### config.mk
export PLATFORM = sky130hd
export DESIGN_NAME = icache_mem_arbiter
export DESIGN_NICKNAME = d
export VERILOG_FILES = /design/src/rtl/icache_mem_arb_pkg.sv /design/src/rtl/icache_mem_arbiter_pick.sv /design/src/rtl/icache_mem_arbiter.sv
export SDC_FILE = /design/constraint.sdc
export NUM_CORES = 1
export LEC_CHECK = 0
export ABC_AREA = 0
export BUFFER_PORTS_ARGS = -buffer_cell sky130_fd_sc_hd__clkbuf_2
export CORE_AREA = 2 2 229 231
export CTS_CLUSTER_DIAMETER = 200
export DETAILED_ROUTE_END_ITERATION = 7
export DIE_AREA = 0 0 231 233
export PLACE_DENSITY = 0.49
export RECOVER_POWER = 50
export SLEW_MARGIN = 20
export SYNTH_ARGS = -nofsm -noshare
export SYNTH_HDL_FRONTEND = slang
export SYNTH_SLANG_ARGS = --single-unit
### constraint.sdc
create_clock -name clk -period 8.6 [get_ports clk]
set_clock_uncertainty 0.15 [all_clocks]
set_input_delay 0.86 -clock clk [delete_from_list [all_inputs] [get_ports clk]]
set_output_delay 0.86 -clock clk [all_outputs]
set_load 0.005 [all_outputs]
### src/rtl/icache_mem_arb_pkg.sv
// Shared types for the instruction-cache / prefetcher memory-port arbiter.
package icache_mem_arb_pkg;

  localparam int NUM_PORTS = 2;

  typedef enum logic [1:0] {
    IDLE,
    WAIT,
    RESP
  } arb_state_e;

  typedef logic port_id_t;

endpackage

### src/rtl/icache_mem_arbiter_pick.sv
// Combinational two-way picker: round-robin against the last granted port,
// or fixed priority with port 0 always winning.
module mem_arb_pick
  import icache_mem_arb_pkg::*;
#(
  parameter int FIXED_PRIO = 0
) (
  input  logic [NUM_PORTS-1:0] valid,
  input  port_id_t             last,
  output port_id_t             gnt_id,
  output logic                 gnt_any
);

  always_comb begin
    gnt_any = |valid;
    gnt_id  = 1'b0;
    if (FIXED_PRIO != 0) begin
      gnt_id = ~valid[0];
    end else if (valid[0] && valid[1]) begin
      // Tie: favour the port that was not served last.
      gnt_id = ~last;
    end else begin
      gnt_id = valid[1];
    end
  end

endmodule

### src/rtl/icache_mem_arbiter.sv
// Shares one line-read memory port between icache refill (port 0) and the
// prefetcher (port 1); one transaction in flight, withdrawn responses dropped.
module icache_mem_arbiter
  import icache_mem_arb_pkg::*;
#(
  parameter int LINE_BYTES = 16,
  parameter int ADDR_W     = 32,
  parameter int FIXED_PRIO = 0
) (
  input  logic                    clk,
  input  logic                    reset,
  input  logic                    c0_req_valid,
  input  logic [ADDR_W-1:0]       c0_req_addr,
  output logic                    c0_req_ready,
  output logic [8*LINE_BYTES-1:0] c0_req_rdata,
  input  logic                    c1_req_valid,
  input  logic [ADDR_W-1:0]       c1_req_addr,
  output logic                    c1_req_ready,
  output logic [8*LINE_BYTES-1:0] c1_req_rdata,
  output logic                    mem_req_valid,
  output logic [ADDR_W-1:0]       mem_req_addr,
  input  logic                    mem_req_ready,
  input  logic [8*LINE_BYTES-1:0] mem_req_rdata,
  output logic [31:0]             dbg_grant_cnt0,
  output logic [31:0]             dbg_grant_cnt1,
  output logic [31:0]             dbg_drop_cnt
);

  localparam int DATA_W = 8 * LINE_BYTES;

  arb_state_e             state_q;
  port_id_t               gnt_id_q;
  port_id_t               last_q;
  logic                   abandoned_q;
  logic                   abandoned_d;
  logic                   mem_valid_q;
  logic [ADDR_W-1:0]      addr_q;
  logic [DATA_W-1:0]      rdata_q;
  logic [NUM_PORTS-1:0]   ready_q;
  logic [31:0]            grant_cnt0_q;
  logic [31:0]            grant_cnt1_q;
  logic [31:0]            drop_cnt_q;

  logic [NUM_PORTS-1:0]   req_valid;
  port_id_t               pick_id;
  logic                   pick_any;

  assign req_valid = {c1_req_valid, c0_req_valid};

  mem_arb_pick #(
    .FIXED_PRIO(FIXED_PRIO)
  ) u_pick (
    .valid  (req_valid),
    .last   (last_q),
    .gnt_id (pick_id),
    .gnt_any(pick_any)
  );

  // Sticky: a single low cycle on the granted valid abandons the transaction.
  assign abandoned_d = abandoned_q | ~req_valid[gnt_id_q];

  always_ff @(posedge clk or posedge reset) begin
    if (reset) begin
      state_q      <= IDLE;
      gnt_id_q     <= 1'b0;
      last_q       <= 1'b1;
      abandoned_q  <= 1'b0;
      mem_valid_q  <= 1'b0;
      addr_q       <= '0;
      rdata_q      <= '0;
      ready_q      <= '0;
      grant_cnt0_q <= '0;
      grant_cnt1_q <= '0;
      drop_cnt_q   <= '0;
    end else begin
      ready_q <= '0;
      case (state_q)
        IDLE: begin
          if (pick_any) begin
            gnt_id_q    <= pick_id;
            addr_q      <= pick_id ? c1_req_addr : c0_req_addr;
            abandoned_q <= 1'b0;
            mem_valid_q <= 1'b1;
            state_q     <= WAIT;
          end
        end
        WAIT: begin
          abandoned_q <= abandoned_d;
          if (mem_req_ready) begin
            rdata_q     <= mem_req_rdata;
            mem_valid_q <= 1'b0;
            state_q     <= RESP;
            if (!abandoned_d) begin
              ready_q[gnt_id_q] <= 1'b1;
            end
          end
        end
        RESP: begin
          // Ready pulse is visible this cycle; book-keep and return to IDLE.
          if (abandoned_q) begin
            drop_cnt_q <= drop_cnt_q + 32'd1;
          end else begin
            last_q <= gnt_id_q;
            if (gnt_id_q) begin
              grant_cnt1_q <= grant_cnt1_q + 32'd1;
            end else begin
              grant_cnt0_q <= grant_cnt0_q + 32'd1;
            end
          end
          state_q <= IDLE;
        end
        default: state_q <= IDLE;
      endcase
    end
  end

  assign mem_req_valid  = mem_valid_q;
  assign mem_req_addr   = addr_q;
  assign c0_req_ready   = ready_q[0];
  assign c1_req_ready   = ready_q[1];
  assign c0_req_rdata   = rdata_q;
  assign c1_req_rdata   = rdata_q;
  assign dbg_grant_cnt0 = grant_cnt0_q;
  assign dbg_grant_cnt1 = grant_cnt1_q;
  assign dbg_drop_cnt   = drop_cnt_q;

endmodule

==> qor.yml <==
status:
  status: "finished with violations"
  violations: "max-capacitance violations, max-slew violations"
yosys:
  synth-seq-cells: 264
  synth.yosys.seq_area_share_pct: 55.75
  synth_edf_count: 0
  synth_area_um2: 11850
  yosysTopAreaCellShare_pct: 55.53
  yosysWarnings: 0
  synthTopCellsByArea: "dfrtp_1 (56%), nand2_1 (13%), buf_4 (8.3%)"
  yosys.area.top_type: "dfrtp_1"
  synthesis.nets: 1415
  synth_cells: 1215
  synthArstFlopShare_pct: 100.0
  synth_flop_cell: "dfrtp_1"
  yosysUniqueCellTypes: 48
  avgSynthCellArea_um2: 9.755
clock_tree:
  clock_latency_ns: 0.56
  cts_sinks: 264
  clk_path_buf_depth: 3
  cts_buffers: 29
  cts_hold_buf: 0
  postCtsSetupBuffers: 0
  cts_root_buf: "clkbuf_16"
  clkSlewWorstSetupHoldPaths_ns: 0.06
  cts_resized: 0
  cts_tree: "done"
  htree_levels: 1
placed_design:
  dp_hpwl_um: 27900
  io_buffers: 583
  place_congestion: 0.8423
  placed_cell_area_um2: 14560
sta:
  fin_tns_setup_ns: 0
  tightest_slew_ns: 5.585
  clock.fmax_mhz: 212.9
  period_share_pct: 54.63
  drv_slew: 293
  slew_headroom_pct: -272.3
  setup_viol: 0
  grt_setup_unrepaired: "no"
  period_needed_ns: 4.698
  hold_viol: 0
global_route:
  grt_pass1_wl_um: 55790
  first_global_vias: 9474
  overflow: 0
  grt_use_total_pct: 13.16
  grt_max_degree: 141
  antenna_found_initial: 5
worst_setup_path:
  reg2reg_depth: 5
  worst_setup_path_start_kind: "input pin"
  crit_path_max_fanout: 125
  cpPeakStageDelay_ns: 3.03
  worstPathRequired_ns: 8.08
  path_cells: "clkbuf_2, clkinvlp_2"
  slowest_stage: "clkinvlp_2"
  rr_endpoint: "c0_req_rdata[127]"
  r2r_start: "state_q[0]"
  reg2reg_setup_slack_ns: 4.41
  path_buf_inv: 2
  critPathArrivalTime_ns: 4.18
  cp-end-kind: "async pin"
  worstSetupPathType: "input pin to async pin"
  crit_family: "buffers and inverters"
finish:
  fin_util_pct: 30.08
  layout-drive-gt1-share_pct: 36.03
  area.growth.synth_to_final_pct: 29.65
  final_nets: 1862
  final_cell_mix: "clkbuf_2 (534), nand2_1 (425), dfrtp_1 (263), nor2_1 (61)"
  final_common_cell: "clkbuf_2"
  design_area_um2: 15370
pwr:
  p_per_area_nw_per_um2: 308.8
  power_frac_seq_pct: 43.4
  swShare_pct: 36.41
  internal_power_w: 0.003017
  power_switching_w: 0.001728
  peakVddDrop_uv: 158.6
  combPwrFrac_pct: 31.0
  p_leak_nw: 8.333
  clkPwrFrac_pct: 25.6
detailed_routing:
  wirelength_um: 37190
  vias_per_cell: 4.072
  drt-initial-drc-count: 379
  routedWlPerCell_um: 15.73
  vias: 9627
  firstDrtPassIters: 5
  antenna_left: 0
  drc: 0
worst_hold_path:
  hold_path_depth: 1
  min_to: "dbg_grant_cnt0[31]"
  min_path_type: "flip-flop to flip-flop"
  hold_path.startpoint: "dbg_grant_cnt0[31]"
die:
  num_rows: 83
  coreArea_um2: 51090
  die_area_um2: 53820
  die_w_um: 231
  dieHeight_um: 233
  boundaryPins: 584
  start_util_pct: 23.20
job:
  drv_cap: 4
sequential cells by signal, summed over array words and instances, names as in the netlist:
name and cells:
last_q 1, mem_req_valid 1, dbg_grant_cnt1 32, gnt_id_q 1
c0_req_rdata 128, state_q 2, dbg_drop_cnt 32, mem_req_addr 32
abandoned_q 1, ready_q 2, dbg_grant_cnt0 32
power groups by stage:
stage | clock network [W] | registers [W] | logic (W)
floorplan | 0 | 0.00196 | 0.00101
CTS | 0.00126 | 0.00207 | 0.00152
finish | 0.00121 | 0.00206 | 0.00147
global placement | 0 | 0.00207 | 0.00152
detailed placement | 0 | 0.00208 | 0.00153
global route | 0.00132 | 0.00211 | 0.00167
worst max-delay path by stage:
stage	from	to	slack [ns]	depth (start not counted)
after floorplan	reset	abandoned_q	0.32	1
after CTS	state_q[0]	c0_req_rdata[115]	5.88	5
after global placement	mem_req_ready	c0_req_rdata[98]	5.67	6
after detailed placement	mem_req_ready	c0_req_rdata[127]	5.61	6
after global routing	reset	c0_req_rdata[14]	2.95	2
final	reset	c0_req_rdata[15]	3.90	2
per-layer routing:
metal  part of all wire [%]  vias to the layer above  GRT usage, %
met5                  0.073                        -             0
met4                    3.2                        4         4.476
met3                    6.1                       57         2.843
met2                     49                      294         21.81
met1                     42                     4622         16.97
li1                       -                     4650             -
cells in the mapped netlist, types with 2 or more instances:
library cell	instances
buf_4	131
inv_1	12
a21o_1	2
nand4_4	2
and4_1	6
nor3b_1	3
and3_1	6
nand3b_1	2
nor4_4	2
nor3_2	3
nor3_1	16
buf_2	5
xnor2_1	55
a21oi_1	32
or3_1	4
xor2_1	38
buf_1	3
nand2_1	425
nand4_1	22
or4_4	2
mux2_2	4
nand2b_1	2
nand3_1	23
dfrtp_1	263
mux2i_1	32
or4_1	2
nor2_1	62
clkbuf_1	34
ha_1	3
per-stage QoR:
| stage | setup slack (ns) | power, W | instances | hold WS, ns |
|---|---|---|---|---|
| floorplan | 0.3231 | 0.002969 | 1215 | 0.3147 |
| global placement | 5.673 | 0.003590 | 2311 | 0.3071 |
| detailed placement | 5.609 | 0.003605 | 2311 | 0.3183 |
| CTS | 5.883 | 0.004860 | 2362 | 0.2810 |
| global route | 2.947 | 0.005097 | 2363 | 0.3151 |
| finish | 3.902 | 0.004745 | 2364 | 0.3262 |
cell type report:
class,count,area [µm²]
fillers,5416,35730
inverters,12,47.55
clock inverters,8,67.56
repair buffers,590,2910
clock buffers,43,848.3
multi-input cells,765,4030
well taps,680,850.8
diodes,2,5.005
flip-flops and latches,264,6608
logic make-up after synthesis:
| logic type | synth area share, % |
|---|---|
| AND/OR/NAND/NOR | 22.13 |
| flip-flops | 55.75 |
| buffers and inverters | 10.16 |
| XOR/XNOR | 6.872 |
| AO/OA/AOI/OAI | 1.700 |
| multiplexers | 3.082 |
| adder cells (fa/ha/maj) | 0.3167 |
No activity file was read; power rests on OpenSTA's default activity.
